<file path="src/rtl/vga_draw_scheduler_if.sv">
// Pixel-port interface between the clear/box requesters and the draw scheduler.
// The scheduler side (slave) drives the acks, status and the VGA adapter pixel port.
interface vga_draw_scheduler_if #(
    parameter int X_W = 8,
    parameter int Y_W = 7,
    parameter int C_W = 3
);
    logic           clr_req;
    logic [C_W-1:0] clr_color;
    logic           clr_ack;
    logic           box_req;
    logic [X_W-1:0] box_x;
    logic [Y_W-1:0] box_y;
    logic [X_W-1:0] box_w;
    logic [Y_W-1:0] box_h;
    logic [C_W-1:0] box_color;
    logic           box_ack;
    logic           busy;
    logic           done;
    logic [X_W-1:0] VGA_X;
    logic [Y_W-1:0] VGA_Y;
    logic [C_W-1:0] VGA_COLOR;
    logic           plot;

    modport master (
        output clr_req, clr_color, box_req, box_x, box_y, box_w, box_h, box_color,
        input  clr_ack, box_ack, busy, done, VGA_X, VGA_Y, VGA_COLOR, plot
    );

    modport slave (
        input  clr_req, clr_color, box_req, box_x, box_y, box_w, box_h, box_color,
        output clr_ack, box_ack, busy, done, VGA_X, VGA_Y, VGA_COLOR, plot
    );
endinterface

</file>
<file path="src/rtl/vga_draw_scheduler.sv">
// Round-robin owner of the VGA adapter pixel port: rasters full-screen clears and
// clipped filled boxes one pixel per clock, with registered pixel outputs.
module vga_draw_scheduler #(
    parameter int SCREEN_W = 160,
    parameter int SCREEN_H = 120,
    parameter int X_W      = 8,
    parameter int Y_W      = 7,
    parameter int C_W      = 3
) (
    input  logic                  CLOCK_50,
    input  logic                  reset,
    vga_draw_scheduler_if.slave   bus
);

    typedef enum logic [1:0] {S_IDLE, S_CLEAR, S_BOX, S_DONE} state_t;

    localparam logic [X_W-1:0] LAST_X = X_W'(SCREEN_W - 1);
    localparam logic [Y_W-1:0] LAST_Y = Y_W'(SCREEN_H - 1);

    state_t         r_state, w_nextState;
    logic           r_lastBox;
    logic [X_W-1:0] r_cx, w_nextCx;
    logic [Y_W-1:0] r_cy, w_nextCy;
    logic [C_W-1:0] r_color;
    logic [X_W-1:0] r_boxX, r_boxW;
    logic [Y_W-1:0] r_boxY, r_boxH;
    logic [X_W-1:0] r_vgaX;
    logic [Y_W-1:0] r_vgaY;
    logic [C_W-1:0] r_vgaColor;
    logic           r_plot;

    logic           w_idle, w_grantClr, w_grantBox, w_emit, w_pixPlot;
    logic [X_W-1:0] w_baseX;
    logic [Y_W-1:0] w_baseY;
    logic [C_W-1:0] w_pixColor;
    logic [X_W:0]   w_pixX;
    logic [Y_W:0]   w_pixY;

    // Ties go to whichever requester was not served last; acks are suppressed in reset.
    assign w_idle     = (r_state == S_IDLE) && !reset;
    assign w_grantClr = w_idle && bus.clr_req && (!bus.box_req || r_lastBox);
    assign w_grantBox = w_idle && bus.box_req && (!bus.clr_req || !r_lastBox);

    // Next-state logic also selects the pixel that will be shown in the following cycle.
    always_comb begin
        w_nextState = r_state;
        w_nextCx    = r_cx;
        w_nextCy    = r_cy;
        w_baseX     = r_boxX;
        w_baseY     = r_boxY;
        w_pixColor  = r_color;
        w_emit      = 1'b0;
        case (r_state)
            S_IDLE: begin
                if (w_grantClr) begin
                    w_nextState = S_CLEAR;
                    w_nextCx    = '0;
                    w_nextCy    = '0;
                    w_baseX     = '0;
                    w_baseY     = '0;
                    w_pixColor  = bus.clr_color;
                    w_emit      = 1'b1;
                end else if (w_grantBox) begin
                    w_nextCx   = '0;
                    w_nextCy   = '0;
                    w_baseX    = bus.box_x;
                    w_baseY    = bus.box_y;
                    w_pixColor = bus.box_color;
                    if (bus.box_w == '0 || bus.box_h == '0) begin
                        w_nextState = S_DONE;
                    end else begin
                        w_nextState = S_BOX;
                        w_emit      = 1'b1;
                    end
                end
            end
            S_CLEAR: begin
                w_baseX = '0;
                w_baseY = '0;
                if (r_cx == LAST_X) begin
                    if (r_cy == LAST_Y) begin
                        w_nextState = S_DONE;
                    end else begin
                        w_nextCx = '0;
                        w_nextCy = r_cy + 1'b1;
                        w_emit   = 1'b1;
                    end
                end else begin
                    w_nextCx = r_cx + 1'b1;
                    w_emit   = 1'b1;
                end
            end
            S_BOX: begin
                if (r_cx == r_boxW - 1'b1) begin
                    if (r_cy == r_boxH - 1'b1) begin
                        w_nextState = S_DONE;
                    end else begin
                        w_nextCx = '0;
                        w_nextCy = r_cy + 1'b1;
                        w_emit   = 1'b1;
                    end
                end else begin
                    w_nextCx = r_cx + 1'b1;
                    w_emit   = 1'b1;
                end
            end
            S_DONE: begin
                w_nextState = S_IDLE;
            end
            default: begin
                w_nextState = S_IDLE;
            end
        endcase
    end

    // Sums carry one extra bit so boxes running off the right/bottom edge clip instead of wrapping.
    assign w_pixX    = {1'b0, w_baseX} + {1'b0, w_nextCx};
    assign w_pixY    = {1'b0, w_baseY} + {1'b0, w_nextCy};
    assign w_pixPlot = w_emit && (w_pixX < (X_W+1)'(SCREEN_W)) && (w_pixY < (Y_W+1)'(SCREEN_H));

    // State, job operands and the registered pixel port; coordinates only move on plotted pixels.
    always_ff @(posedge CLOCK_50 or posedge reset) begin
        if (reset) begin
            r_state    <= S_IDLE;
            r_lastBox  <= 1'b1;
            r_cx       <= '0;
            r_cy       <= '0;
            r_color    <= '0;
            r_boxX     <= '0;
            r_boxY     <= '0;
            r_boxW     <= '0;
            r_boxH     <= '0;
            r_vgaX     <= '0;
            r_vgaY     <= '0;
            r_vgaColor <= '0;
            r_plot     <= 1'b0;
        end else begin
            r_state <= w_nextState;
            r_cx    <= w_nextCx;
            r_cy    <= w_nextCy;
            if (w_grantClr) begin
                r_color   <= bus.clr_color;
                r_lastBox <= 1'b0;
            end else if (w_grantBox) begin
                r_color   <= bus.box_color;
                r_boxX    <= bus.box_x;
                r_boxY    <= bus.box_y;
                r_boxW    <= bus.box_w;
                r_boxH    <= bus.box_h;
                r_lastBox <= 1'b1;
            end
            r_plot <= w_pixPlot;
            if (w_pixPlot) begin
                r_vgaX     <= w_pixX[X_W-1:0];
                r_vgaY     <= w_pixY[Y_W-1:0];
                r_vgaColor <= w_pixColor;
            end
        end
    end

    assign bus.clr_ack   = w_grantClr;
    assign bus.box_ack   = w_grantBox;
    assign bus.busy      = (r_state != S_IDLE);
    assign bus.done      = (r_state == S_DONE);
    assign bus.VGA_X     = r_vgaX;
    assign bus.VGA_Y     = r_vgaY;
    assign bus.VGA_COLOR = r_vgaColor;
    assign bus.plot      = r_plot;

endmodule
</file>
<file path="src/flat_wrapper.sv">
// flat-port wrapper written by rule: the top's interface ports become plain ports
module vga_draw_scheduler_flat 
#(
    parameter int SCREEN_W = 160,
    parameter int SCREEN_H = 120,
    parameter int X_W      = 8,
    parameter int Y_W      = 7,
    parameter int C_W      = 3
)
  (CLOCK_50, reset, bus_clr_req, bus_clr_color, bus_box_req, bus_box_x, bus_box_y, bus_box_w, bus_box_h, bus_box_color, bus_clr_ack, bus_box_ack, bus_busy, bus_done, bus_VGA_X, bus_VGA_Y, bus_VGA_COLOR, bus_plot);
  vga_draw_scheduler_if #(.X_W(X_W), .Y_W(Y_W), .C_W(C_W)) bus_i ();
  input  logic CLOCK_50;
  input  logic reset;
  input wire logic [$bits(bus_i.clr_req)-1:0] bus_clr_req;
  input wire logic [$bits(bus_i.clr_color)-1:0] bus_clr_color;
  input wire logic [$bits(bus_i.box_req)-1:0] bus_box_req;
  input wire logic [$bits(bus_i.box_x)-1:0] bus_box_x;
  input wire logic [$bits(bus_i.box_y)-1:0] bus_box_y;
  input wire logic [$bits(bus_i.box_w)-1:0] bus_box_w;
  input wire logic [$bits(bus_i.box_h)-1:0] bus_box_h;
  input wire logic [$bits(bus_i.box_color)-1:0] bus_box_color;
  output wire logic [$bits(bus_i.clr_ack)-1:0] bus_clr_ack;
  output wire logic [$bits(bus_i.box_ack)-1:0] bus_box_ack;
  output wire logic [$bits(bus_i.busy)-1:0] bus_busy;
  output wire logic [$bits(bus_i.done)-1:0] bus_done;
  output wire logic [$bits(bus_i.VGA_X)-1:0] bus_VGA_X;
  output wire logic [$bits(bus_i.VGA_Y)-1:0] bus_VGA_Y;
  output wire logic [$bits(bus_i.VGA_COLOR)-1:0] bus_VGA_COLOR;
  output wire logic [$bits(bus_i.plot)-1:0] bus_plot;
  assign bus_i.clr_req = bus_clr_req;
  assign bus_i.clr_color = bus_clr_color;
  assign bus_i.box_req = bus_box_req;
  assign bus_i.box_x = bus_box_x;
  assign bus_i.box_y = bus_box_y;
  assign bus_i.box_w = bus_box_w;
  assign bus_i.box_h = bus_box_h;
  assign bus_i.box_color = bus_box_color;
  assign bus_clr_ack = bus_i.clr_ack;
  assign bus_box_ack = bus_i.box_ack;
  assign bus_busy = bus_i.busy;
  assign bus_done = bus_i.done;
  assign bus_VGA_X = bus_i.VGA_X;
  assign bus_VGA_Y = bus_i.VGA_Y;
  assign bus_VGA_COLOR = bus_i.VGA_COLOR;
  assign bus_plot = bus_i.plot;
  vga_draw_scheduler #(.SCREEN_W(SCREEN_W), .SCREEN_H(SCREEN_H), .X_W(X_W), .Y_W(Y_W), .C_W(C_W)) u_core (.CLOCK_50(CLOCK_50), .reset(reset), .bus(bus_i));
endmodule
</file>
<file path="config.mk">
export PLATFORM = sky130hd
export DESIGN_NAME = vga_draw_scheduler_flat
export DESIGN_NICKNAME = d
export VERILOG_FILES = /design/src/rtl/vga_draw_scheduler_if.sv /design/src/rtl/vga_draw_scheduler.sv /design/src/flat_wrapper.sv
export SDC_FILE = /design/constraint.sdc
export NUM_CORES = 1
export LEC_CHECK = 0
export BUFFER_PORTS_ARGS = -buffer_cell sky130_fd_sc_hd__buf_2
export CORE_AREA = 2 2 92 94
export CTS_CLUSTER_SIZE = 16
export DETAILED_ROUTE_END_ITERATION = 7
export DIE_AREA = 0 0 94 96
export PLACE_DENSITY = 0.89
export RECOVER_POWER = 50
export SYNTH_ARGS = -nofsm -noshare
export SYNTH_HDL_FRONTEND = slang
export SYNTH_SLANG_ARGS = --single-unit
</file>
<file path="constraint.sdc">
create_clock -name CLOCK_50 -period 6.3 [get_ports CLOCK_50]
set_input_delay 0.315 -clock CLOCK_50 [delete_from_list [all_inputs] [get_ports CLOCK_50]]
set_output_delay 0.315 -clock CLOCK_50 [all_outputs]
set_load 0.01 [all_outputs]
</file>
==> results.cfg <==
[synthesis]
syn-cell-area_sq_mm = 0.00454
synth-xor-area-share_pct = 4.43
synthAdderAreaFrac_pct = 7.49
synth_area_leader_cell = dfrtp_1
synth_top_family_by_area = simple AND/OR/NAND/NOR gates
ys.flop_type = dfrtp_1
synthSimpleGateAreaFrac_pct = 21.2
ys_types = 72
synth_edf_count = 0
async_flop_share_pct = 100
synth_mux_area_share_pct = 5.67
syn_nets = 574
synth.area.top_cells = dfrtp_1 (38%), nand2_1 (9.7%), ha_1 (6.6%), xnor2_1 (2.9%), o21ai_0 (2.6%)
syn_area_per_cell_sq_um = 8.94
yosysSeqAreaShare_pct = 38.6
synth-seq-cells = 70
ys_warn_count = 0
synth-compound-area-share_pct = 18.5
syn_inst = 508
yosysTopAreaCellShare_pct = 38.0

[cts]
clk_pin_slew_ns = 0.07
cts.sinks = 70
post_cts_buffers = 0
cts_hold_buf = 0
clock_latency_ns = 0.35
cts_buffers = 9
cts_tree = yes
htreeDepth = 3
cts_root_buffer = clkbuf_8
clock_path_buffers = 2
cts_resized = 0

[critical_path]
worstSetupPathType = reg2reg
crit_path_end_kind = flip-flop
cp_data_arrival_time_ns = 5.98
cp_max_fo = 26
start_kind = flip-flop
cp.required_ns = 6.54

[timing]
whs_ns = 0.134
setup_tns_ns = 0
clock_skew_ns = 0.00544
period_needed_ns = 5.74
hold_viol_final = 0
fmax_mhz = 174
tightest_slew_ns = 2.13
fin_ws_ns = 0.560
finalSetupViolations = 0
period_share_pct = 91.1
slew_violations = 41
slew_headroom_pct = -42.0
rsz0062_at_grt = false

[final_layout]
seq_area_sq_mm = 0.00175
areaGrowthSynthToFinish_pct = 11.8
final_common_cell = nand2_1
final_area_sq_mm = 0.00508
diodes = 0
layout-drive-gt1-share_pct = 17.2
num-fill-cells = 690
multiInputGateArea_sq_mm = 0.00261
fin_nets = 633
layout_common_cells = nand2_1 (117), dfrtp_1 (69), buf_2 (51)

[placed_design]
io_buffer_count = 62
dp_slack_ns = 0.684
hpwl_mm = 8.32
gp_congestion = 1.04
placed_cell_area_sq_mm = 0.00493

[die]
rows = 33
coreArea_sq_mm = 0.00805
floorplan.initialDensity_pct = 56.4
ios = 63
die_area_sq_mm = 0.00902
die_h_um = 96
fp.dieW_um = 94

[detailed_routing]
drtAntennaViolNets = 0
post_drt_wl_per_cell_um = 16.7
drtPass1Iterations = 6
finalWirelength_mm = 11.3
drc_errors = 0
vias_per_cell = 6.06
vias = 4096
dr.first_iter.drc_count = 309

[grt]
grt_pass1_wl_mm = 19.0
antenna_found_initial = 0
grt_overflow = 0
grt_max_degree = 44
grt_pass1_vias = 4102
grt_usage_pct = 26.9

[power]
powerDensity_mw_per_mm2 = 157
ir_drop_v = 0.000136
p_total_uw = 796
leakage_nw = 2.54

[run]
cap_violations = 1

[run_status]
failed_checks = max-capacitance violations, max-slew violations
status = complete, but fails checks

[worst_hold_path]
hp-class = in2reg
sequential cells by signal (all words and copies together), names as in the netlist:
| name | count |
|---|---|
| u_core.r_boxY | 7 |
| u_core.r_cx | 8 |
| u_core.bus.VGA_COLOR | 3 |
| u_core.r_cy | 7 |
| u_core.r_boxH | 7 |
| u_core.bus.VGA_Y | 7 |
| u_core.r_boxW | 8 |
| u_core.r_color | 3 |
| u_core.bus.plot | 1 |
| u_core.r_state | 2 |
| u_core.bus.VGA_X | 8 |
| u_core.r_boxX | 8 |
| u_core.r_lastBox | 1 |
through the flow:
step	util [%]	std cells
2_1_floorplan	-	508
3_3_place_gp	61.2	661
3_5_place_dp	61.2	661
4_1_cts	63.3	676
5_1_grt	63.1	676
6_report	63.1	676
where the power goes:
| group | leakage, nW | internal [mW] | total (mW) | switching [mW] |
|---|---|---|---|---|
| registers | 0.876 | 0.449 | 0.449 | 0 |
| clock network | 0.0865 | 0.162 | 0.324 | 0.162 |
| logic | 1.57 | 0.00919 | 0.0227 | 0.0135 |
| total | 2.54 | 0.621 | 0.796 | 0.176 |
Yosys cell counts (3+ instances only):
library cell / n
nor3_1: 13
and3_1: 3
nor3b_1: 5
a21o_1: 3
nand2b_1: 4
ha_1: 24
nor4_1: 5
nand3_1: 14
o221ai_1: 3
a21oi_1: 18
o21a_1: 3
a211oi_1: 3
mux2i_1: 4
or2_2: 5
o211ai_1: 7
dfrtp_1: 69
nor2_1: 21
o31ai_1: 4
xor2_1: 8
nand4_1: 3
a31oi_1: 3
o21bai_1: 5
xnor2_1: 15
a221oi_1: 3
mux2_2: 10
nor2b_1: 6
o21ai_0: 24
a32o_1: 4
inv_1: 23
a2111oi_0: 3
mux2_4: 7
nand2_1: 117
o22ai_1: 3
clkbuf_1: 15
critical path, cell delays in order (launching register included):
cell and delay, ns:
dfrtp_1 0.42, inv_1 0.12, ha_1 0.41, nor2b_1 0.31, nand3_1 0.11, buf_4 0.24
and3_1 0.22, nor2_1 0.30, o21ai_1 0.32, o21ai_0 0.23, a21bo_2 0.28, ha_1 0.29
a211oi_1 0.28, o21bai_1 0.15, a2111oi_0 0.65, nor3b_1 0.20, o221ai_4 0.67, mux2_2 0.42
final timing paths:
check	startpoint	to	slack, ns	cells past startpoint
max	u_core.r_state[1]	u_core.bus.VGA_COLOR[2]	0.56	17
min	bus_clr_req	u_core.r_lastBox	0.13	2
max reg2reg	u_core.r_state[1]	u_core.bus.VGA_COLOR[2]	0.56	17
min reg2reg	u_core.r_boxY[2]	u_core.r_boxY[2]	0.48	2
max in group asynchronous	reset	u_core.bus.VGA_X[0]	3.47	3
min in group asynchronous	reset	u_core.r_boxY[0]	0.27	2
area by class of cell:
cell class / count / share of cell area (%)
Sequential cell: 70 / 34.5
Clock inverter: 1 / 0.0986
Inverter: 24 / 1.77
Tap cell: 105 / 2.59
Timing Repair Buffer: 67 / 6.51
Clock buffer: 14 / 3.20
Multi-Input combinational cell: 395 / 51.3
metal layers:
metal / vias up / GRT usage [%] / routed length, um / part of all wire, %
met5: - / 0 / 0 / 0
met4: 0 / 12.8 / 450 / 4.0
met3: 37 / 5.95 / 641 / 5.7
met2: 165 / 46.8 / 5570 / 49
met1: 1966 / 31.8 / 4600 / 41
li1: 1928 / - / - / -
logic make-up (layout without fill, tap and decap cells):
family                   after synthesis  count (layout)
XOR/XNOR                              23              23
adder cells (fa/ha/maj)               26              26
buffers and inverters                 43             106
multiplexers                          21              21
AO/OA/AOI/OAI                        115             115
AND/OR/NAND/NOR                      210             210
flip-flops                            70              70
No activity file was read; power rests on OpenSTA's default activity.
